## src/rtl/encoder_8_to_3_sync.sv

```systemverilog
// Registered 8-to-3 priority encoder with valid/ack handshake.
// A captured code is held until acknowledged; the request must drop before re-capture.
module encoder_8_to_3_sync (
  input  logic       clk,
  input  logic       rst,
  input  logic       G,
  input  logic [7:0] I,
  input  logic       ack,
  output logic [2:0] Y,
  output logic       V,
  output logic       M,
  output logic       busy,
  output logic [7:0] cnt
);

  typedef enum logic [1:0] {
    IDLE    = 2'd0,
    VALID   = 2'd1,
    RELEASE = 2'd2
  } state_t;

  state_t     state;
  state_t     state_nxt;
  logic [2:0] y_nxt;
  logic       v_nxt;
  logic       m_nxt;
  logic [7:0] cnt_nxt;

  // Highest set bit wins because later iterations overwrite earlier ones.
  function automatic logic [2:0] prio_index(input logic [7:0] req);
    logic [2:0] idx;
    idx = 3'd0;
    for (int b = 0; b < 8; b++) begin
      if (req[b]) idx = b[2:0];
    end
    return idx;
  endfunction

  always_ff @(posedge clk) begin
    if (rst) begin
      state <= IDLE;
      Y     <= 3'd0;
      V     <= 1'b0;
      M     <= 1'b0;
      busy  <= 1'b0;
      cnt   <= 8'h00;
    end else begin
      state <= state_nxt;
      Y     <= y_nxt;
      V     <= v_nxt;
      M     <= m_nxt;
      busy  <= (state_nxt != IDLE);
      cnt   <= cnt_nxt;
    end
  end

  always_comb begin
    state_nxt = state;
    y_nxt     = Y;
    v_nxt     = V;
    m_nxt     = M;
    cnt_nxt   = cnt;

    // Disable overrides everything, including an ack in the same cycle.
    if (!G) begin
      state_nxt = IDLE;
      v_nxt     = 1'b0;
    end else begin
      case (state)
        IDLE: begin
          if (I != 8'h00) begin
            y_nxt     = prio_index(I);
            m_nxt     = ((I & (I - 8'd1)) != 8'h00);
            v_nxt     = 1'b1;
            state_nxt = VALID;
          end
        end
        VALID: begin
          if (ack) begin
            v_nxt     = 1'b0;
            cnt_nxt   = cnt + 8'd1;
            state_nxt = RELEASE;
          end
        end
        RELEASE: begin
          if (I == 8'h00) state_nxt = IDLE;
        end
        default: begin
          state_nxt = IDLE;
          v_nxt     = 1'b0;
        end
      endcase
    end
  end

endmodule

```

## config.mk

```make
export PLATFORM = sky130hd
export DESIGN_NAME = encoder_8_to_3_sync
export DESIGN_NICKNAME = d
export VERILOG_FILES = /design/src/rtl/encoder_8_to_3_sync.sv
export SDC_FILE = /design/constraint.sdc
export NUM_CORES = 1
export LEC_CHECK = 0
export CAP_MARGIN = 5
export CORE_MARGIN = 2
export CORE_UTILIZATION = 44
export CTS_CLUSTER_DIAMETER = 200
export DETAILED_ROUTE_END_ITERATION = 10
export GPL_TIMING_DRIVEN = 0
export MAX_ROUTING_LAYER = met4
export PLACE_DENSITY = 0.77
export SLEW_MARGIN = 20
export SYNTH_ARGS = -nofsm -noshare
export SYNTH_HDL_FRONTEND = slang
export SYNTH_SLANG_ARGS = --single-unit
export TNS_END_PERCENT = 10
```

## constraint.sdc

```tcl
create_clock -name clk -period 2 [get_ports clk]
set_input_delay 0.2 -clock clk [delete_from_list [all_inputs] [get_ports clk]]
set_output_delay 0.2 -clock clk [all_outputs]
set_load 0.03 [all_outputs]
```

**Word-level counts from Yosys, hierarchy flattened**

Cells that the tools add are included.

- Multiplexer cells: 15
- Bitwise gates (word level): 3
- $add $sub $neg: 2
- Equal/unequal tests: 4
- Reductions and logical operators: 9

Operators with widths:

| operator | number |
|---|---|
| 3-bit 2-to-1 mux | 6 |
| 8-bit nonzero test | 2 |
| 3-bit AND reduction | 3 |
| 8-bit by 1-bit adder with 8-bit output, second input constant | 1 |
| 8-bit AND | 1 |
| 8-bit logical NOT | 1 |
| 2-bit 2-to-1 mux | 4 |
| 8-bit by 1-bit subtractor with 8-bit output, second input constant | 1 |
| 2-bit one-hot mux with 3 select lines | 1 |
| 2-bit inequality test, second input constant | 2 |
| 1-bit 2-to-1 mux | 3 |
| 1-bit one-hot mux with 3 select lines | 1 |
| 2-bit by 1-bit == test with 1-bit output, second input constant | 1 |
| 2-bit == test, second input constant | 1 |
| 2-bit logical NOT | 1 |
| 1-bit NOT | 2 |
| 2-bit nonzero test | 1 |
| 2-bit OR reduction | 1 |

- Logic and storage cells: 39
- Register bits: 16

**Logic depth before layout (Yosys ltp)**

Gate-level depths: netlist (run 1).

- Depth in word-level cells: 7
- Depth in mapped cells: 5
- Mapped depth without buffers: 5

**Worst setup path after synthesis (run 1)**

OpenSTA, ideal clock, no wires.

- Path kind: register to register
- Start: reg cnt[0]
- End: reg cnt[7]
- Data arrival time: 1444 ps
- Slack: 485 ps
- Setup time: 71 ps
- Path buffers: 0
- Stages on the path, launching flop included: 5
- Cell sequence: dfxtp_1 -> and3_2 -> nand2_4 -> or4_1 -> a21oi_1

- Cells in the longest elaborated chain, start to end: 1

RTL lines:

| what | line | RTL |
|---|---|---|
| start: declaration | 13 | `output logic [7:0] cnt` |
| start signal: assignment | 53 | `cnt <= cnt_nxt;` |
| 8-bit by 1-bit adder with 8-bit output | 81 | `cnt_nxt = cnt + 8'd1;` |

Every way passes these cells.
A chain may end at the register's enable or synchronous reset.

**Final worst setup path (run 1)**

- Start: in I[3]
- End: reg M

- Cells in the longest elaborated chain, start to end: 3

RTL lines:

| what | line | RTL |
|---|---|---|
| start: declaration | 7 | `input logic [7:0] I,` |
| 8-bit by 1-bit subtractor with 8-bit output | 73 | `m_nxt = ((I & (I - 8'd1)) != 8'h00);` |
| 8-bit AND | 73 |  |
| 8-bit nonzero test | 73 |  |
| end signal: assignment | 51 | `M <= m_nxt;` |
| end: declaration | 11 | `output logic M,` |

Several ways; a longest one is shown, not always the timed one.

==> impl_metrics.csv, run 1 <==
group,metric,value,unit
finish,nets,129,
timing,holdWs,491.2,ps
floorplan,die_w,46.50,um
critical_path,cp_slowest_cell,"or4_4",
power_and_ir_drop,seq_power_share,50.8,%
cts,ctsLongestPathBuffers,2,
critical_path,critPathMaxStageDelay,590,ps
global_route,grt_pass1_wl,2.484,mm
yosys,synth_nets,99,
timing,rsz0062_at_grt,"false",
yosys,synth.most_common_cell,"dfxtp_1",
power_and_ir_drop,leakage,0.4058,nW
critical_path,r2r_slack,410,ps
cts,cts_buffers,3,
critical_path,cpLargestDelayFamily,"compound AO/OA/AOI/OAI gates",
yosys,ys_seq_area_share,40.31,%
timing,clock_skew,2.845,ps
timing,final-hold-violation-count,0,
floorplan,ios,26,
power_and_ir_drop,p_per_area,600.4,mW/mm^2
yosys,async_flop_share,0,%
cts,cts_hold_buf,0,
critical_path,r2r_cells,5,
global_route,antenna_found_initial,0,
power_and_ir_drop,power.share.clock,31.5,%
place,gp_congestion,0.7337,
finish,num-fill-cells,137,
drt,ant_nets,0,
yosys,synth_top_area_cell,"dfxtp_1",
drt,vias_per_cell,5.129,
yosys,syn_area_per_cell,9.239,um^2
floorplan,dieArea,0.002162,mm^2
cts,post_cts_resized,0,
drt,routed_wl,1.551,mm
timing,layout_min_cycle_time,1844,ps
place,dp_cells,136,
hold_path,min_path_type,"reg -> reg",
power_and_ir_drop,switchingPower,0.1700,mW
finish,ff_latch_area,320.3,um^2
timing,tightest_slew,749.9,ps
yosys,synth-edff-count,0,
critical_path,cp_num_buf_inv,1,
finish,num_antenna_cells,0,
cts,clock_latency,280,ps
finish,drive_gt1_share,10.43,%
drt,drtIter0Drc,18,
power_and_ir_drop,switching_share,25.46,%
timing,max_freq,542.3,MHz
yosys,synthFlopType,"dfxtp_1",
job,max_cap_viol_count,0,
finish,multi_input_area,440.4,um^2
drt,dr_total_vias,718,
yosys,syn_inst,86,
critical_path,r2r_start,"state[0]",
place,port_buffers,25,
yosys,yosys-top-cells-area,"dfxtp_1 (40%), nor2_1 (6.6%), xor2_1 (5.5%), a211oi_1 (3.8%), a2111oi_4 (3.5%)",
yosys,synth_warnings,0,
power_and_ir_drop,peakVddDrop,482.6,uV
power_and_ir_drop,p_comb_share,17.8,%
cts,path_clk_slew,90,ps
yosys,synth_seq_cells,16,
drt,dr.pass1.iters,4,
floorplan,rows,15,
power_and_ir_drop,power,0.6678,mW
hold_path,hold-path-cell-count,2,
critical_path,critPathMaxFanout,5,
cts,post_cts_buffers,0,
drt,drc,0,
global_route,grt_max_degree,11,
critical_path,cp.required,2150,ps
timing,relSlewSlack,49.55,%
global_route,track_usage,16.71,%
place,dp_hpwl,1.195,mm
critical_path,worstPathCellList,"clkdlybuf4s50_1 -> or4_4 -> a2111oi_0 -> o32a_2 -> a211oi_1",
hold_path,holdPathEnd,"cnt[7]",
critical_path,arrival,1990,ps
global_route,grt_pass1_vias,585,
drt,wl_per_cell,11.08,um
yosys,synth_cell_types,35,
yosys,syn-cell-area,794.5,um^2
floorplan,core_area,0.001708,mm^2
critical_path,end_kind,"flip-flop",
floorplan,die_h,46.50,um
timing,setup-violations-final,0,
floorplan,start_util,46.52,%
timing,fin_crit_sh,92.21,%
yosys,synth_top_area_share,40.31,%
finish,syn2layout_area_growth,40.00,%
hold_path,worstHoldStart,"cnt[7]",
finish,final_core_util,65.13,%
critical_path,worstReg2RegEnd,"cnt[7]",
global_route,overflow,0,
yosys,synth_commonest_cells,"dfxtp_1 (16), nor2_1 (14), inv_1 (5), xor2_1 (5)",
cts,cts.sinks,16,
finish,instances_no_fill,140,
cts,cts_tree,"yes",
cts,cts-htree-levels,1,
critical_path,critical_path_class,"in -> reg",
power_and_ir_drop,p_int,0.4978,mW
cts,root_buffer,"clkbuf_4",
timing,report.final.slew_viol_count,0,
critical_path,critPathLaunchType,"primary input",
status,status,"finished, final reports clean",
==> power groups by stage <==
stage / logic, mW / clock network, mW / registers [mW]
3_3_place_gp: 0.117 / 0 / 0.346
6_report: 0.119 / 0.210 / 0.339
2_1_floorplan: 0.0386 / 0 / 0.366
5_1_grt: 0.130 / 0.230 / 0.341
4_1_cts: 0.119 / 0.218 / 0.339
3_5_place_dp: 0.118 / 0 / 0.347
==> worst min-delay path: cells and delay by family, from the launching register on <==
kind / cells / cell delay, ps
AOI/OAI and AO/OA: 2 / 130
DFF: 1 / 330
==> per-layer routing <==
metal	GRT usage, %	vias to the layer above	part of all wire (%)	wire [um]
li1	-	374	-	-
met1	21.65	325	49	766
met2	24.17	19	45	703
met3	7.059	0	5.2	80
met4	3.429	0	0	0
met5	-	-	0	0
==> layout make-up <==
type | instances | share of cell area [%]
repair buffers | 25 | 22.50
plain buffers | 2 | 1.350
multi-input cells | 63 | 39.59
well taps | 25 | 2.812
clock buffers | 4 | 3.262
inverters | 5 | 1.687
flip-flops and latches | 16 | 28.80
==> sequential cells by signal (all words and copies together) (netlist names) <==
register	count
M	1
V	1
Y	3
busy	1
cnt	8
state	2
==> how the worst max path moves through the flow <==
stage / from / endpoint / slack (ps) / cells past startpoint
global placement: I[3] / M / -20 / 5
CTS: I[3] / M / 210 / 5
global route: I[2] / M / 110 / 5
floorplan: cnt[0] / cnt[7] / 490 / 4
finish: I[3] / M / 160 / 5
detailed placement: I[3] / M / -90 / 5
==> cells in the final DEF, fill, tap and decap left out, drive strengths merged <==
cell type      netlist  layout
clkdlybuf4s50        0      25
dfxtp               16      16
nor2                14      14
inv                  5       5
xor2                 5       5
clkbuf               1       5
a211oi               4       4
a21oi                4       4
nor3                 4       4
nand2                4       4
nor4                 3       3
a2111oi              3       3
o21ai                2       2
nand4                2       2
and2                 2       2
or4                  2       2
a22oi                1       1
maj3                 1       1
o32a                 1       1
a311o                1       1
and4b                1       1
buf                  1       1
and3                 1       1
a31oi                1       1
mux2i                1       1
xnor2                1       1
nand2b               1       1
o21bai               1       1
a311oi               1       1
nand3                1       1
ha                   1       1
==> metrics by stage <==
step	setup TNS, ps	instance area, um^2	worst slack (ps)
CTS	0	1112	213.4
global route	0	1112	115.0
finish	0	1112	155.9
detailed placement	-86.70	1076	-86.70
global placement	-16.80	1076	-16.80
floorplan	0	794.5	485.1
==> kinds of logic (layout without fill, tap and decap cells) <==
| family | count (synthesis) | after routing | synth area share (%) |
|---|---|---|---|
| and+or+nand+nor | 35 | 35 | 24.25 |
| adders and majority gates | 2 | 2 | 2.834 |
| xor gates and xnor gates | 6 | 6 | 6.614 |
| AOI/OAI and AO/OA | 19 | 19 | 20.47 |
| muxes | 1 | 1 | 1.260 |
| buffers and inverters | 7 | 36 | 4.252 |
| DFF | 16 | 16 | 40.32 |
No activity file was read; power rests on OpenSTA's default activity.
==> inputs of run 2 (changes only) <==
HOLD_SLACK_MARGIN = 0.06   (was not set)
==> results of run 2 <==
Same layout as run 1: the final DEF is identical, and so are final timing and power.
